==> config.mk <==
export PLATFORM = sky130hd
export DESIGN_NAME = regfile_sync
export DESIGN_NICKNAME = d
export VERILOG_FILES = /design/src/rtl/regfile_sync.sv
export SDC_FILE = /design/constraint.sdc
export NUM_CORES = 1
export LEC_CHECK = 0
export ABC_AREA = 1
export ABC_CLOCK_PERIOD_IN_PS = 2200
export BUFFER_PORTS_ARGS = -buffer_cell sky130_fd_sc_hd__buf_2
export CAP_MARGIN = 20
export CORE_MARGIN = 5
export CORE_UTILIZATION = 41
export CTS_CLUSTER_SIZE = 12
export DETAILED_ROUTE_END_ITERATION = 8
export PLACE_DENSITY = 0.68
export SLEW_MARGIN = 20
export SYNTH_ARGS = -nofsm -noshare
export SYNTH_HDL_FRONTEND = slang
export SYNTH_SLANG_ARGS = --single-unit
==> constraint.sdc <==
create_clock -name clk_i -period 2.2 [get_ports clk_i]
set_input_delay 0.22 -clock clk_i [delete_from_list [all_inputs] [get_ports clk_i]]
set_output_delay 0.22 -clock clk_i [all_outputs]
set_load 0.1 [all_outputs]
==> src/rtl/regfile_sync.sv <==
//------------------------------------------------------------------------------
// Module      : regfile_sync
// Description : 2**DEPTH x WIDTH register file, one write port, two registered
//               read ports, hardware clear sweep to INIT_VAL after reset.
// Revision    : 1.0 - initial release
//------------------------------------------------------------------------------
`default_nettype none

module regfile_sync #(
    parameter int unsigned      WIDTH    = 8,
    parameter int unsigned      DEPTH    = 4,
    parameter logic [WIDTH-1:0] INIT_VAL = '0
) (
    input  logic             clk_i,
    input  logic             rst_i,
    input  logic             cs_ni,
    input  logic             we_i,
    input  logic [DEPTH-1:0] waddr_i,
    input  logic [WIDTH-1:0] wdata_i,
    input  logic             re_a_i,
    input  logic [DEPTH-1:0] raddr_a_i,
    output logic [WIDTH-1:0] rdata_a_o,
    output logic             valid_a_o,
    input  logic             re_b_i,
    input  logic [DEPTH-1:0] raddr_b_i,
    output logic [WIDTH-1:0] rdata_b_o,
    output logic             valid_b_o,
    input  logic             clear_i,
    output logic             busy_o,
    output logic             err_o
);

    localparam int unsigned      c_WORDS     = 2 ** DEPTH;
    localparam logic [DEPTH-1:0] c_LAST_ADDR = {DEPTH{1'b1}};
    localparam logic [0:0]       c_ST_CLEAR  = 1'b0;
    localparam logic [0:0]       c_ST_IDLE   = 1'b1;

    logic [0:0]       state_q, state_d;
    logic [DEPTH-1:0] ptr_q, ptr_d;
    logic             busy_q, busy_d;
    logic             err_q, err_d;
    logic [WIDTH-1:0] rdata_a_q, rdata_a_d;
    logic [WIDTH-1:0] rdata_b_q, rdata_b_d;
    logic             valid_a_q, valid_a_d;
    logic             valid_b_q, valid_b_d;

    logic [WIDTH-1:0] mem [0:c_WORDS-1];

    logic w_accept;
    logic w_wr_en;
    logic w_attempt;

    assign w_accept  = !cs_ni && (state_q == c_ST_IDLE);
    assign w_wr_en   = w_accept && we_i;
    assign w_attempt = !cs_ni && (we_i || re_a_i || re_b_i);

    always_ff @(posedge clk_i or posedge rst_i) begin
        if (rst_i) begin
            state_q   <= c_ST_CLEAR;
            ptr_q     <= '0;
            busy_q    <= 1'b1;
            err_q     <= 1'b0;
            rdata_a_q <= '0;
            rdata_b_q <= '0;
            valid_a_q <= 1'b0;
            valid_b_q <= 1'b0;
        end else begin
            state_q   <= state_d;
            ptr_q     <= ptr_d;
            busy_q    <= busy_d;
            err_q     <= err_d;
            rdata_a_q <= rdata_a_d;
            rdata_b_q <= rdata_b_d;
            valid_a_q <= valid_a_d;
            valid_b_q <= valid_b_d;
        end
    end

    // Storage carries no reset; the sweep that follows reset initialises it.
    always_ff @(posedge clk_i) begin
        if (state_q == c_ST_CLEAR) begin
            mem[ptr_q] <= INIT_VAL;
        end else if (w_wr_en) begin
            mem[waddr_i] <= wdata_i;
        end
    end

    always_comb begin
        state_d = state_q;
        ptr_d   = ptr_q;
        case (state_q)
            c_ST_CLEAR: begin
                if (ptr_q == c_LAST_ADDR) begin
                    state_d = c_ST_IDLE;
                    ptr_d   = '0;
                end else begin
                    ptr_d = ptr_q + 1'b1;
                end
            end
            default: begin
                if (clear_i) begin
                    state_d = c_ST_CLEAR;
                    ptr_d   = '0;
                end
            end
        endcase
    end

    // Reads see the same-cycle write data on an address match (write-first).
    always_comb begin
        busy_d    = (state_d == c_ST_CLEAR);
        err_d     = (state_q == c_ST_CLEAR) && w_attempt;
        valid_a_d = w_accept && re_a_i;
        valid_b_d = w_accept && re_b_i;
        rdata_a_d = rdata_a_q;
        rdata_b_d = rdata_b_q;
        if (valid_a_d) begin
            rdata_a_d = (w_wr_en && (waddr_i == raddr_a_i)) ? wdata_i : mem[raddr_a_i];
        end
        if (valid_b_d) begin
            rdata_b_d = (w_wr_en && (waddr_i == raddr_b_i)) ? wdata_i : mem[raddr_b_i];
        end
    end

    assign rdata_a_o = rdata_a_q;
    assign rdata_b_o = rdata_b_q;
    assign valid_a_o = valid_a_q;
    assign valid_b_o = valid_b_q;
    assign busy_o    = busy_q;
    assign err_o     = err_q;

endmodule

`default_nettype wire

==> results of run 1 <==
-- sequential cells by signal (all words and copies together), names as in the netlist --
signal,flops
valid_b_o,1
busy_o,1
mem,128
rdata_a_o,8
rdata_b_o,8
ptr_q,4
valid_a_o,1
state_q,1
err_o,1
-- Yosys cell counts, types with 3 or more instances --
master	instances	area share, %
nand2_1	315	14
nand3_1	151	9.3
edfxtp_1	128	47
inv_1	102	4.7
o211ai_1	80	7.4
nor2_1	34	1.6
dfrtp_1	24	7.4
buf_2	22	1.3
clkbuf_1	18	0.83
or2_2	15	1.1
nand2_2	12	0.92
buf_1	7	0.32
clkinv_1	6	0.28
nand4_1	5	0.38
inv_2	3	0.14
nor2_8	3	0.74
nor3_1	3	0.18
o21ai_0	3	0.18
-- final cells by class --
| cell class | count | area [sq um] | share of cell area (%) |
|---|---|---|---|
| inverters | 111 | 417 | 4.38 |
| clock inverters | 12 | 101 | 1.06 |
| well taps | 265 | 332 | 3.48 |
| flip-flops and latches | 153 | 4470 | 47.0 |
| repair buffers | 96 | 703 | 7.39 |
| multi-input cells | 632 | 3060 | 32.2 |
| clock buffers | 19 | 433 | 4.55 |
-- placed cells by master (no fill, tap or decap), types with 5 or more instances in the layout --
| cell type | instances |
|---|---|
| nor2_1 | 34 |
| edfxtp_1 | 128 |
| buf_12 | 7 |
| nand3_1 | 151 |
| nand2_1 | 315 |
| nand4_1 | 5 |
| nand2_2 | 12 |
| buf_2 | 44 |
| dfrtp_1 | 24 |
| inv_1 | 102 |
| clkbuf_16 | 17 |
| clkinv_1 | 9 |
| o211ai_1 | 80 |
| or2_2 | 15 |
| buf_4 | 43 |
-- logic make-up (layout without fill, tap and decap cells) --
group	count (synthesis)	after routing
xor gates and xnor gates	1	1
AOI/OAI and AO/OA	87	87
adders and majority gates	1	1
buffers and inverters	160	238
DFF	153	153
and+or+nand+nor	543	543
-- worst max path at each step --
| stage | from | endpoint | slack (ns) | depth (start not counted) |
|---|---|---|---|---|
| after floorplan | state_q$_DFF_PP0_ | mem[13][0]$_DFFE_PP_ | 0.51 | 6 |
| after global placement | cs_ni | mem[8][1]$_DFFE_PP_ | 0.41 | 7 |
| after detailed placement | state_q$_DFF_PP0_ | mem[12][0]$_DFFE_PP_ | 0.38 | 6 |
| after CTS | cs_ni | mem[5][3]$_DFFE_PP_ | 0.26 | 8 |
| after global routing | cs_ni | mem[7][4]$_DFFE_PP_ | 0.13 | 8 |
| final | cs_ni | mem[5][3]$_DFFE_PP_ | 0.21 | 8 |
-- metrics by stage --
step | instances | power, mW | area [sq um] | setup WS, ns
2_1_floorplan | 945 | 6.78 | 8170 | 0.511
3_3_place_gp | 1255 | 7.68 | 8960 | 0.415
3_5_place_dp | 1255 | 7.72 | 8960 | 0.382
4_1_cts | 1288 | 10.4 | 9520 | 0.257
5_1_grt | 1288 | 10.8 | 9520 | 0.129
6_report | 1288 | 10.4 | 9520 | 0.213
-- layer usage --
metal  global-route usage [%]  vias to the layer above
met5                        0                        -
met4                     10.2                        0
met3                     4.28                       57
met2                     31.5                      398
met1                     28.9                     3193
li1                         -                     3299
-- report_power, final --
part	total, mW	switching [mW]	leakage [nW]	internal, mW
Clock	2.66	1.11	0.257	1.54
Combinational	3.66	2.81	2.48	0.846
Sequential	4.04	0.247	1.51	3.80
Total	10.4	4.17	4.24	6.18
-- repair_timing --
item,in CTS,in global routing
endpoints found under the setup margin,0,0
hold buffers,2,0
endpoints found under the hold margin,25,0
==> impl_metrics.env, run 1 <==
export IMPL_cp_top_family="buffers and inverters"
export IMPL_synth_area_sq_um=8170
export IMPL_syn_nets=973
export IMPL_synth_xor_area_share_pct=0.107
export IMPL_drive_above_1_share_pct=15.6
export IMPL_synth_seq_cells=153
export IMPL_path_cells="dlygate4sd3_1, buf_2, inv_2, nand3_2, nand2_1, nand3_1, nor2_1, buf_4"
export IMPL_rows=51
export IMPL_hold_path_class="input port to flip-flop"
export IMPL_muxShareOfSynthArea_pct=0
export IMPL_timing_final_crit_share_pct=90.3
export IMPL_via_per_inst=5.39
export IMPL_cts_resized_gates=0
export IMPL_crit_path_end_kind="flip-flop"
export IMPL_num_antenna_cells=0
export IMPL_postRouteAntennaNets=0
export IMPL_worstHoldPathCells=2
export IMPL_maxSlewHeadroom_pct=62.2
export IMPL_syn_to_final_growth_pct=16.5
export IMPL_tns_ns=0
export IMPL_dieArea_sq_um=22800
export IMPL_min_to="state_q$_DFF_PP0_"
export IMPL_clk_latency_ns=0.42
export IMPL_report_final_slew_viol_count=0
export IMPL_overflow=0
export IMPL_worstReg2RegStart="state_q$_DFF_PP0_"
export IMPL_dr_max_layer_used="met4"
export IMPL_path_buf_inv=4
export IMPL_synth_compound_area_share_pct=7.89
export IMPL_clk_pin_slew_ns=0.06
export IMPL_fin_util_pct=48.7
export IMPL_ioPinCount=47
export IMPL_hold_ws_ns=0.0187
export IMPL_ir_drop_mv=0.581
export IMPL_synth_cell_types=29
export IMPL_first_global_vias=6445
export IMPL_cap_violations=0
export IMPL_required_ns=2.33
export IMPL_grt_max_degree=45
export IMPL_post_cts_buffers=0
export IMPL_cp_arrival_ns=2.12
export IMPL_drc_errors=0
export IMPL_dieHeight_um=151
export IMPL_cts_sinks=153
export IMPL_tightestPinTransition_ns=0.566
export IMPL_hold_start="clear_i"
export IMPL_grt_usage_pct=20.9
export IMPL_p_leak_nw=4.24
export IMPL_coreArea_sq_um=19500
export IMPL_port_buffers=46
export IMPL_slowest_stage="dlygate4sd3_1"
export IMPL_nNetsFinal=1039
export IMPL_finalSetupViolations=0
export IMPL_fillers=1820
export IMPL_p_per_area_nw_per_um2=1090
export IMPL_synthCells=945
export IMPL_cts_root_buffer="clkbuf_16"
export IMPL_synth_ff_type="edfxtp_1"
export IMPL_place_congestion=0.929
export IMPL_synth_edf_count=128
export IMPL_dr_wl_met3_um=2240
export IMPL_synthAdderAreaFrac_pct=0.153
export IMPL_yosys_area_share_simple_pct=29.3
export IMPL_clock_skew_ns=0.00442
export IMPL_status="complete, no violations"
export IMPL_drt_total_wl_um=23200
export IMPL_async_flop_share_pct=16.3
export IMPL_routedWlPerCell_um=18.0
export IMPL_yosys_warnings=0
export IMPL_r2r_end="mem[8][4]$_DFFE_PP_"
export IMPL_syn_mean_instance_area_sq_um=8.64
export IMPL_met1_length_um=9890
export IMPL_dr_total_vias=6947
export IMPL_cts_buffers=17
export IMPL_start_util_pct=41.8
export IMPL_synth_top_family_by_area="simple AND/OR/NAND/NOR gates"
export IMPL_hold_viol_final=0
export IMPL_htreeDepth=4
export IMPL_dpl_hpwl_um=16300
export IMPL_critPathLaunchType="input port"
export IMPL_max_clock_path_buffers=2
export IMPL_wl_met2_um=10200
export IMPL_rrSetupSlack_ns=0.33
export IMPL_fmax_mhz=503
export IMPL_first_pass_iters=5
export IMPL_fin_crit_ns=1.99
export IMPL_die_w_um=151
export IMPL_critical_path_max_stage_delay_ns=0.53
export IMPL_rsz0062_at_grt="no"
export IMPL_grt_pass1_wl_um=35900
export IMPL_path_max_fanout=8
export IMPL_path_class="input port to flip-flop"
export IMPL_antenna_found_initial=0
export IMPL_reg2reg_depth=6
export IMPL_cts_tree="done"
export IMPL_first_iter_violations=786
export IMPL_yosysSeqAreaShare_pct=54.7
Note: power is estimated with default switching activity, not from simulation.
==> run 2, diff against run 1 <==
--- a/config.mk
+++ b/config.mk
@@ -9,11 +9,11 @@
 export ABC_CLOCK_PERIOD_IN_PS = 2200
 export BUFFER_PORTS_ARGS = -buffer_cell sky130_fd_sc_hd__buf_2
 export CAP_MARGIN = 20
-export CORE_MARGIN = 5
+export CORE_MARGIN = 8
 export CORE_UTILIZATION = 41
 export CTS_CLUSTER_SIZE = 12
 export DETAILED_ROUTE_END_ITERATION = 8
-export PLACE_DENSITY = 0.68
+export PLACE_DENSITY = 0.65
 export SLEW_MARGIN = 20
 export SYNTH_ARGS = -nofsm -noshare
 export SYNTH_HDL_FRONTEND = slang
==> impl_metrics.env, run 2 (synthesis gave the netlist of run 1 again) <==
export IMPL_top_usage_layer="met2"
export IMPL_hold_path_class="input port to flip-flop"
export IMPL_grtUsageMet2_pct=29.9
export IMPL_coreArea_sq_um=19500
export IMPL_largest_register="mem"
export IMPL_post_cts_buffers=0
export IMPL_antenna_found_initial=0
export IMPL_first_pass_iters=6
export IMPL_num_antenna_cells=0
export IMPL_dieHeight_um=157
export IMPL_grt_pass1_wl_um=36300
export IMPL_postRouteAntennaNets=0
export IMPL_cts_tree="done"
export IMPL_die_w_um=157
export IMPL_worstReg2RegStart="state_q$_DFF_PP0_"
export IMPL_critPathLaunchType="input port"
export IMPL_drc_errors=0
export IMPL_fmax_mhz=506
export IMPL_cts_sinks=153
export IMPL_timing_final_crit_share_pct=89.8
export IMPL_fin_crit_ns=1.98
export IMPL_grt_max_degree=51
export IMPL_ioPinCount=47
export IMPL_drt_total_wl_um=24000
export IMPL_via_per_inst=5.32
export IMPL_layout_setup_ws_ns=0.224
export IMPL_syn_to_final_growth_pct=18.1
export IMPL_place_congestion=0.949
export IMPL_rows=51
export IMPL_start_util_pct=41.8
export IMPL_clk_latency_ns=0.43
export IMPL_max_clock_path_buffers=2
export IMPL_cap_violations=0
export IMPL_crit_path_end_kind="flip-flop"
export IMPL_fin_area_sq_um=9640
export IMPL_dr_total_vias=6885
export IMPL_dpl_hpwl_um=16800
export IMPL_r2r_end="mem[8][2]$_DFFE_PP_"
export IMPL_cts_resized_gates=0
export IMPL_dieArea_sq_um=24700
export IMPL_min_to="state_q$_DFF_PP0_"
export IMPL_nNetsFinal=1044
export IMPL_overflow=0
export IMPL_routedWlPerCell_um=18.6
export IMPL_placed_area_sq_um=8990
export IMPL_grt_util_met1_pct=27.1
export IMPL_gr_usage_met3_pct=3.65
export IMPL_p_leak_nw=4.32
export IMPL_ir_drop_mv=0.412
export IMPL_worstHoldPathCells=2
export IMPL_fillers=1829
export IMPL_rsz0062_at_grt="no"
export IMPL_hold_start="clear_i"
export IMPL_hold_viol_final=0
export IMPL_grt_usage_pct=19.6
export IMPL_report_final_slew_viol_count=0
export IMPL_p_per_area_nw_per_um2=1130
export IMPL_finalSetupViolations=0
export IMPL_first_global_vias=6303
export IMPL_layout_commonest_cell="nand2_1"
export IMPL_status="complete, no violations"
export IMPL_tightestPinTransition_ns=0.596
export IMPL_reg2reg_depth=7
export IMPL_htreeDepth=4
export IMPL_path_max_fanout=8
export IMPL_path_class="input port to flip-flop"
export IMPL_cp_arrival_ns=2.11
export IMPL_drive_above_1_share_pct=16.6
export IMPL_rrSetupSlack_ns=0.32
export IMPL_dp_slack_ns=0.346
export IMPL_port_buffers=46
export IMPL_clock_skew_ns=0.0122
export IMPL_tns_ns=0
export IMPL_layout_common_cells="315 x nand2_1, 151 x nand3_1, 128 x edfxtp_1, 102 x inv_1, 80 x o211ai_1"
export IMPL_cts_root_buffer="clkbuf_16"
export IMPL_maxSlewHeadroom_pct=60.2
export IMPL_cts_buffers=17
export IMPL_required_ns=2.34
export IMPL_clk_pin_slew_ns=0.06
export IMPL_first_iter_violations=810
export IMPL_largest_reg_flops=128
==> run 2: worst max-delay path by stage <==
stage	startpoint	to	slack, ns	cells after the start
after global placement	state_q$_DFF_PP0_	mem[8][0]$_DFFE_PP_	0.39	5
after detailed placement	state_q$_DFF_PP0_	mem[8][2]$_DFFE_PP_	0.35	7
after floorplan	state_q$_DFF_PP0_	mem[13][0]$_DFFE_PP_	0.51	6
final	cs_ni	mem[8][2]$_DFFE_PP_	0.22	10
after CTS	cs_ni	mem[10][5]$_DFFE_PP_	0.27	10
after global routing	cs_ni	mem[11][1]$_DFFE_PP_	0.11	10
==> run 2: what timing repair did <==
action                                 CTS  global route
setup endpoints to repair                0             0
hold buffers                             2             0
endpoints found under the hold margin   25             0
==> run 2: where the power goes <==
group | switching [mW] | internal (mW)
clock | 1.24 | 1.93
sequential | 0.256 | 3.79
combinational | 2.82 | 0.849
total | 4.31 | 6.57
==> run 2: worst max-delay path, stage by stage <==
cell and delay [ns]:
dlygate4sd3_1 0.53, buf_2 0.13, inv_2 0.12, nand3_2 0.18, nand2_2 0.12, nand2_2 0.08
inv_1 0.12, nand3_1 0.24, nor2_1 0.17, buf_4 0.19
==> run 2: metrics by stage <==
| stage | cells | hold WS, ns | power (mW) | utilization, % |
|---|---|---|---|---|
| 2_1_floorplan | 945 | 0.247 | 6.78 | - |
| 3_3_place_gp | 1260 | 0.283 | 7.70 | 46.0 |
| 3_5_place_dp | 1260 | 0.289 | 7.74 | 46.0 |
| 4_1_cts | 1294 | 0.000341 | 10.9 | 49.4 |
| 5_1_grt | 1294 | 0.0281 | 11.4 | 49.4 |
| 6_report | 1294 | 0.0128 | 10.9 | 49.4 |
==> run 2: per-layer routing <==
layer,up-vias,part of all wire (%)
li1,3320,-
met1,3175,44
met2,339,44
met3,51,9.5
met4,0,3.3
met5,-,0
==> run 2: area by class of cell <==
class	instances	area [sq um]	share of cell area, %
inverters	111	417	4.32
clock inverters	15	210	2.18
well taps	265	332	3.44
flip-flops and latches	153	4470	46.4
clock buffers	17	425	4.41
multi-input cells	632	3060	31.7
repair buffers	101	728	7.55
